===== src/rtl/iic_arbiter_pkg.sv =====
// rtl/iic_arbiter_pkg.sv - shared iic definitions: FSM encodings, bus widths, default timing, arbitration helper
package iic_arbiter_pkg;

    localparam int IIC_ADDR_W      = 16;
    localparam int IIC_DATA_W      = 8;
    localparam int IIC_START_HOLD  = 50;
    localparam int IIC_TIMEOUT_CYC = 500_000;

    typedef enum logic [1:0] {
        ST_IDLE     = 2'd0,
        ST_START    = 2'd1,
        ST_WAIT_END = 2'd2,
        ST_DONE     = 2'd3
    } iic_state_e;

    // Returns the requester index to serve; a tie goes to the side not served last.
    function automatic logic arb_pick(input logic req0, input logic req1, input logic last_gnt);
        if (req0 && req1) begin
            return ~last_gnt;
        end
        return req0 ? 1'b0 : 1'b1;
    endfunction

endpackage


===== src/rtl/iic_arbiter_end_sync.sv =====
// rtl/iic_arbiter_end_sync.sv - iic_end_sync: 2-flop synchroniser with rising-edge pulse for iic_clk->sys_clk levels
module iic_end_sync (
    input  logic clk,
    input  logic rst_n,
    input  logic i_async,
    output logic o_rise
);

    logic r_meta;
    logic r_sync;
    logic r_prev;

    always_ff @(posedge clk or negedge rst_n) begin
        if (!rst_n) begin
            r_meta <= 1'b0;
            r_sync <= 1'b0;
            r_prev <= 1'b0;
        end else begin
            r_meta <= i_async;
            r_sync <= r_meta;
            r_prev <= r_sync;
        end
    end

    assign o_rise = r_sync & ~r_prev;

endmodule


===== src/rtl/iic_arbiter.sv =====
// rtl/iic_arbiter.sv - round-robin share of iic_control between m0 and m1
// Optional IIC_TIMEOUT_EN: abort WAIT_END after TIMEOUT_CYC cycles and flag mX_err.
module iic_arbiter
    import iic_arbiter_pkg::*;
#(
    parameter int START_HOLD  = IIC_START_HOLD,
    parameter int TIMEOUT_CYC = IIC_TIMEOUT_CYC
) (
    input  logic                  sys_clk,
    input  logic                  sys_rstn,
    input  logic                  m0_req,
    input  logic                  m0_wr,
    input  logic [IIC_ADDR_W-1:0] m0_addr,
    input  logic [IIC_DATA_W-1:0] m0_wdata,
    output logic                  m0_gnt,
    output logic                  m0_done,
    output logic [IIC_DATA_W-1:0] m0_rdata,
    output logic                  m0_err,
    input  logic                  m1_req,
    input  logic                  m1_wr,
    input  logic [IIC_ADDR_W-1:0] m1_addr,
    input  logic [IIC_DATA_W-1:0] m1_wdata,
    output logic                  m1_gnt,
    output logic                  m1_done,
    output logic [IIC_DATA_W-1:0] m1_rdata,
    output logic                  m1_err,
    input  logic                  iic_end,
    input  logic [IIC_DATA_W-1:0] rd_data,
    output logic                  wr_en,
    output logic                  rd_en,
    output logic                  iic_start,
    output logic [IIC_ADDR_W-1:0] byte_addr,
    output logic [IIC_DATA_W-1:0] wr_data
);

    localparam int CNT_MAX = (START_HOLD > TIMEOUT_CYC) ? START_HOLD : TIMEOUT_CYC;
    localparam int CNT_W   = $clog2(CNT_MAX + 1);
    localparam logic [CNT_W-1:0] HOLD_LAST = CNT_W'(START_HOLD - 1);

    iic_state_e            r_state;
    iic_state_e            w_next;
    logic                  r_pick_v;
    logic                  r_pick;
    logic                  r_sel;
    logic                  r_last_gnt;
    logic                  r_gnt;
    logic [CNT_W-1:0]      r_cnt;
    logic                  r_wr_en;
    logic                  r_rd_en;
    logic                  r_iic_start;
    logic [IIC_ADDR_W-1:0] r_byte_addr;
    logic [IIC_DATA_W-1:0] r_wr_data;
    logic [IIC_DATA_W-1:0] r_m0_rdata;
    logic [IIC_DATA_W-1:0] r_m1_rdata;
    logic                  w_end_pulse;
    logic                  w_hold_end;
    logic                  w_done;

    iic_end_sync u_end_sync (
        .clk     (sys_clk),
        .rst_n   (sys_rstn),
        .i_async (iic_end),
        .o_rise  (w_end_pulse)
    );

    assign w_hold_end = (r_cnt == HOLD_LAST);

`ifdef IIC_TIMEOUT_EN
    localparam logic [CNT_W-1:0] TO_LAST = CNT_W'(TIMEOUT_CYC - 1);
    logic r_err;
    logic w_timeout;
    assign w_timeout = (r_cnt == TO_LAST);
`endif

    always_ff @(posedge sys_clk or negedge sys_rstn) begin
        if (!sys_rstn) begin
            r_state <= ST_IDLE;
        end else begin
            r_state <= w_next;
        end
    end

    always_comb begin
        w_next = r_state;
        case (r_state)
            ST_IDLE:     if (r_pick_v) w_next = ST_START;
            ST_START:    if (w_hold_end) w_next = ST_WAIT_END;
`ifdef IIC_TIMEOUT_EN
            ST_WAIT_END: if (w_end_pulse || w_timeout) w_next = ST_DONE;
`else
            ST_WAIT_END: if (w_end_pulse) w_next = ST_DONE;
`endif
            ST_DONE:     w_next = ST_IDLE;
            default:     w_next = ST_IDLE;
        endcase
    end

    // Arbitration decision is registered one cycle before the command is latched.
    always_ff @(posedge sys_clk or negedge sys_rstn) begin
        if (!sys_rstn) begin
            r_pick_v    <= 1'b0;
            r_pick      <= 1'b0;
            r_sel       <= 1'b0;
            r_last_gnt  <= 1'b1;
            r_gnt       <= 1'b0;
            r_cnt       <= '0;
            r_wr_en     <= 1'b0;
            r_rd_en     <= 1'b0;
            r_iic_start <= 1'b0;
            r_byte_addr <= '0;
            r_wr_data   <= '0;
            r_m0_rdata  <= '0;
            r_m1_rdata  <= '0;
`ifdef IIC_TIMEOUT_EN
            r_err       <= 1'b0;
`endif
        end else begin
            case (r_state)
                ST_IDLE: begin
                    if (r_pick_v) begin
                        r_pick_v    <= 1'b0;
                        r_sel       <= r_pick;
                        r_last_gnt  <= r_pick;
                        r_gnt       <= 1'b1;
                        r_byte_addr <= r_pick ? m1_addr : m0_addr;
                        r_wr_data   <= r_pick ? m1_wdata : m0_wdata;
                        r_wr_en     <= r_pick ? m1_wr : m0_wr;
                        r_rd_en     <= r_pick ? ~m1_wr : ~m0_wr;
                        r_iic_start <= 1'b1;
                        r_cnt       <= '0;
                    end else if (m0_req || m1_req) begin
                        r_pick_v <= 1'b1;
                        r_pick   <= arb_pick(m0_req, m1_req, r_last_gnt);
                    end
                end
                ST_START: begin
                    if (w_hold_end) begin
                        r_iic_start <= 1'b0;
                        r_cnt       <= '0;
                    end else begin
                        r_cnt <= r_cnt + CNT_W'(1);
                    end
                end
                ST_WAIT_END: begin
                    if (w_end_pulse && r_rd_en) begin
                        if (r_sel) r_m1_rdata <= rd_data;
                        else       r_m0_rdata <= rd_data;
                    end
`ifdef IIC_TIMEOUT_EN
                    if (w_end_pulse) begin
                        r_err <= 1'b0;
                    end else if (w_timeout) begin
                        r_err <= 1'b1;
                    end else begin
                        r_cnt <= r_cnt + CNT_W'(1);
                    end
`endif
                end
                ST_DONE: begin
                    r_gnt   <= 1'b0;
                    r_wr_en <= 1'b0;
                    r_rd_en <= 1'b0;
                end
                default: begin
                    r_gnt <= 1'b0;
                end
            endcase
        end
    end

    assign w_done    = (r_state == ST_DONE);
    assign m0_done   = w_done & ~r_sel;
    assign m1_done   = w_done & r_sel;
    assign m0_gnt    = r_gnt & ~r_sel;
    assign m1_gnt    = r_gnt & r_sel;
    assign m0_rdata  = r_m0_rdata;
    assign m1_rdata  = r_m1_rdata;
    assign wr_en     = r_wr_en;
    assign rd_en     = r_rd_en;
    assign iic_start = r_iic_start;
    assign byte_addr = r_byte_addr;
    assign wr_data   = r_wr_data;

`ifdef IIC_TIMEOUT_EN
    assign m0_err = m0_done & r_err;
    assign m1_err = m1_done & r_err;
`else
    assign m0_err = 1'b0;
    assign m1_err = 1'b0;
`endif

endmodule


===== config.mk =====
export PLATFORM = sky130hd
export DESIGN_NAME = iic_arbiter
export DESIGN_NICKNAME = d
export VERILOG_FILES = /design/src/rtl/iic_arbiter_pkg.sv /design/src/rtl/iic_arbiter_end_sync.sv /design/src/rtl/iic_arbiter.sv
export SDC_FILE = /design/constraint.sdc
export NUM_CORES = 1
export LEC_CHECK = 0
export ABC_AREA = 1
export CAP_MARGIN = 20
export CORE_MARGIN = 1.5
export CORE_UTILIZATION = 46
export CTS_CLUSTER_DIAMETER = 100
export CTS_CLUSTER_SIZE = 12
export DETAILED_ROUTE_END_ITERATION = 12
export GPL_TIMING_DRIVEN = 1
export PLACE_DENSITY = 0.92
export SLEW_MARGIN = 20
export SYNTH_ARGS = -nofsm -noshare
export SYNTH_HDL_FRONTEND = slang
export SYNTH_SLANG_ARGS = --single-unit

===== constraint.sdc =====
create_clock -name sys_clk -period 2.2 [get_ports sys_clk]
set_clock_uncertainty 0.15 [all_clocks]
set_input_delay 0.22 -clock sys_clk [delete_from_list [all_inputs] [get_ports sys_clk]]
set_output_delay 0.22 -clock sys_clk [all_outputs]
set_load 0.005 [all_outputs]

==> impl_metrics.py <==
metrics = {
    "synthesis": {
        "synth_top_cell_by_area": "sky130_fd_sc_hd__dfrtp_1",
        "synthesis.area_per_instance_um2": 8.11,
        "post_synth_inst_count": 431,
        "area_of_the_mapped_netlist_um2": 3490,
        "synth.area.top_cells": "sky130_fd_sc_hd__dfrtp_1 51%, sky130_fd_sc_hd__nand2_1 11%, sky130_fd_sc_hd__a21oi_1 7.2%",
        "synth_top_area_share": 0.508,
        "synth.ff_latch_count": 72,
        "synthDistinctLibCells": 33,
        "synth_seq_area_share": 0.516,
        "yosysWarningCount": 0,
    },
    "grt": {
        "grt_pass1_wl_um": 15200,
        "grt_max_degree": 53,
        "grt_overflow": 0,
        "track_usage": 0.230,
        "antenna_found_initial": 0,
        "number_of_global_route_vias_before_repair": 3312,
    },
    "worst_setup_path": {
        "critical_path_buf_inv_count": 2,
        "r2r_end": "wr_en",
        "reg2reg_depth": 7,
        "crit_path_end_kind": "output pin",
        "critical_path.slowest_cell": "sky130_fd_sc_hd__clkdlybuf4s50_1",
        "regToRegStartpoint": "r_state[0]",
        "max_stage_delay_ns": 0.51,
        "setup.worst_path.end": "m0_done",
        "worstPathCellList": "ha_1 -> inv_1 -> nor2_1 -> clkdlybuf4s50_1",
        "timing.critical_path.max_delay_family": "buffers and inverters",
        "register_to_register_setup_slack_ns": 0.21,
        "critical_path_peak_fanout": 4,
        "critPathRequiredTime_ns": 1.83,
        "worst-endpoint-arrival_ns": 1.66,
        "timing.setup.critical_path_class": "reg -> out",
        "cp-start-kind": "register",
        "worst_setup_path_startpoint": "r_state[1]",
        "timing.critical_path.depth": 4,
    },
    "floorplanning": {
        "die_height_um": 90.2,
        "placementRows": 31,
        "start_util": 0.479,
        "die_area_um2": 8130,
        "core_area_um2": 7290,
        "floorplan.die.width_um": 90.2,
        "io_pins": 112,
    },
    "cts": {
        "cts_buffer_depth": 2,
        "tritoncts": "built",
        "clkSinkCount": 72,
        "cts_made_buffers": 9,
        "cts_htree_levels": 3,
        "path_clk_slew_ns": 0.08,
        "clock_insertion_delay_worst_skew_ns": 0.35,
        "root_buffer": "sky130_fd_sc_hd__clkbuf_8",
        "postCtsSetupRepairBufs": 0,
    },
    "timing": {
        "final_min_period_ns": 2.03,
        "count_of_final_max_slew_check_failures": 0,
        "hold_violations": 0,
        "relSlewSlack": 0.504,
        "period_share": 0.922,
        "worst_slew_pin_slew_ns": 0.743,
        "grt_setup_unrepaired": "no",
        "maxClockFrequency_mhz": 493,
        "report.final.setup_viol": 0,
        "tns_ns": 0,
        "worst_hold_slack_ns": 0.161,
    },
    "hold_path": {
        "hold_class": "in -> reg",
        "worstHoldPathCells": 1,
    },
    "power_and_ir_drop": {
        "power_w": 0.00280,
        "worst_ir_drop_vdd_v": 0.000368,
        "power_per_cell_area_nw_per_um2": 570,
        "power.leakage_nw": 2.21,
    },
    "placement": {
        "place.detailed.hpwl_um": 6520,
        "gpl.final_weighted_congestion": 0.907,
        "buffer_ports.inserted": 109,
    },
    "layout": {
        "commonest_non_fill_non_tap_cell_in_the_layout": "sky130_fd_sc_hd__clkdlybuf4s50_1",
        "diodes": 0,
        "fillCellCount": 569,
        "layout-drive-gt1-share": 0.0714,
        "final_core_util": 0.673,
        "layout_common_cells": "108 x sky130_fd_sc_hd__clkdlybuf4s50_1, 106 x sky130_fd_sc_hd__nand2_1, 71 x sky130_fd_sc_hd__dfrtp_1, 64 x sky130_fd_sc_hd__nor2_1, 50 x sky130_fd_sc_hd__a21oi_1",
        "synthesis_to_layout_area_growth_pct": 40.4,
        "num-nets-final": 611,
    },
    "job": {
        "cap_violations": 0,
    },
    "drt": {
        "ant_nets_after_route": 0,
        "route.final.wire_length_um": 9180,
        "vias_after_detailed_routing": 3291,
        "drt-initial-drc-count": 205,
        "post_drt_via_cell_ratio": 5.10,
        "routed_len_inst_um": 14.2,
        "detail_route.drc_violations": 0,
        "detail_route.first_pass.iterations": 4,
    },
    "outcome": {
        "run_status": "finished, final reports clean",
    },
}
-- synth_stat cells (all sizes together) --
cell / n
clkbuf: 5
inv: 40
xor2: 4
nor2: 68
o22ai: 2
clkinv: 1
a32o: 1
nor3: 1
buf: 11
o21ai: 28
nand2: 110
or2: 3
conb: 1
o21bai: 3
dfrtp: 71
dfstp: 1
xnor2: 3
a21oi: 50
nand4: 6
mux2i: 1
nand3: 14
ha: 7
-- what timing repair did --
action / in CTS / in global routing
endpoints found under the hold margin: 20 / 0
gates resized for setup: 0 / 4
hold buffers: 1 / 0
setup endpoints to repair: 0 / 9
-- worst reg2reg max path, stage by stage, from the launching register on --
cell,delay (ns)
sky130_fd_sc_hd__dfrtp_1,0.42
sky130_fd_sc_hd__inv_1,0.13
sky130_fd_sc_hd__ha_1,0.27
sky130_fd_sc_hd__nand2_1,0.12
sky130_fd_sc_hd__buf_4,0.26
sky130_fd_sc_hd__inv_4,0.27
sky130_fd_sc_hd__nand2_1,0.13
sky130_fd_sc_hd__o22ai_1,0.16
-- metrics by stage --
stage	cells	area, um^2	setup slack [ns]
CTS	645	4900	0.132
detailed placement	628	4660	0.117
global route	645	4910	0.0591
finish	645	4910	0.171
floorplan	432	3500	0.564
global placement	628	4660	0.290
-- cell families (layout without fill, tap and decap cells) --
group | count (synthesis) | after routing | share of synthesized area
AOI/OAI and AO/OA | 84 | 84 | 0.125
other | 1 | 2 | 0.00107
and+or+nand+nor | 202 | 202 | 0.242
buffers and inverters | 57 | 171 | 0.0712
adders and majority gates | 7 | 7 | 0.0251
DFF | 72 | 72 | 0.516
xor gates and xnor gates | 7 | 7 | 0.0175
muxes | 1 | 1 | 0.00286
-- layout make-up --
| class | instances | area [um^2] | share of cell area |
|---|---|---|---|
| Sequential cell | 72 | 1800 | 0.368 |
| Multi-Input combinational cell | 303 | 1450 | 0.296 |
| Timing Repair Buffer | 114 | 1140 | 0.232 |
| Inverter | 41 | 158 | 0.0321 |
| Clock buffer | 12 | 155 | 0.0316 |
| Tap cell | 99 | 124 | 0.0252 |
| Clock inverter | 4 | 76.3 | 0.0156 |
-- registers in the layout, indices dropped and copies added (netlist names), 2 cells and up --
name / count
m0_rdata: 8
wr_data: 8
r_state: 2
r_cnt: 19
m1_rdata: 8
byte_addr: 16
-- layer usage --
metal  GRT usage  share of wire  up-vias
met1       0.276           0.42     1555
li1            -              -     1585
met3      0.0694          0.066       29
met2       0.380           0.48      122
met5           0              0        -
met4       0.102          0.026        0
-- worst min-delay path by stage --
stage | start | to | slack [ns]
floorplan | sys_rstn | byte_addr[0] | -0.23
global placement | sys_rstn | byte_addr[10] | 0.06
detailed placement | sys_rstn | byte_addr[13] | 0.07
CTS | iic_end | u_end_sync.r_meta | 0.15
global route | iic_end | u_end_sync.r_meta | 0.15
finish | iic_end | u_end_sync.r_meta | 0.16
-- where the power goes --
part	total [W]	switching (W)	internal (W)	leakage (nW)
sequential	0.00137	0.0000161	0.00135	0.826
clock	0.00120	0.000502	0.000703	0.113
combinational	0.000228	0.0000756	0.000153	1.28
No activity file was read; power rests on OpenSTA's default activity.
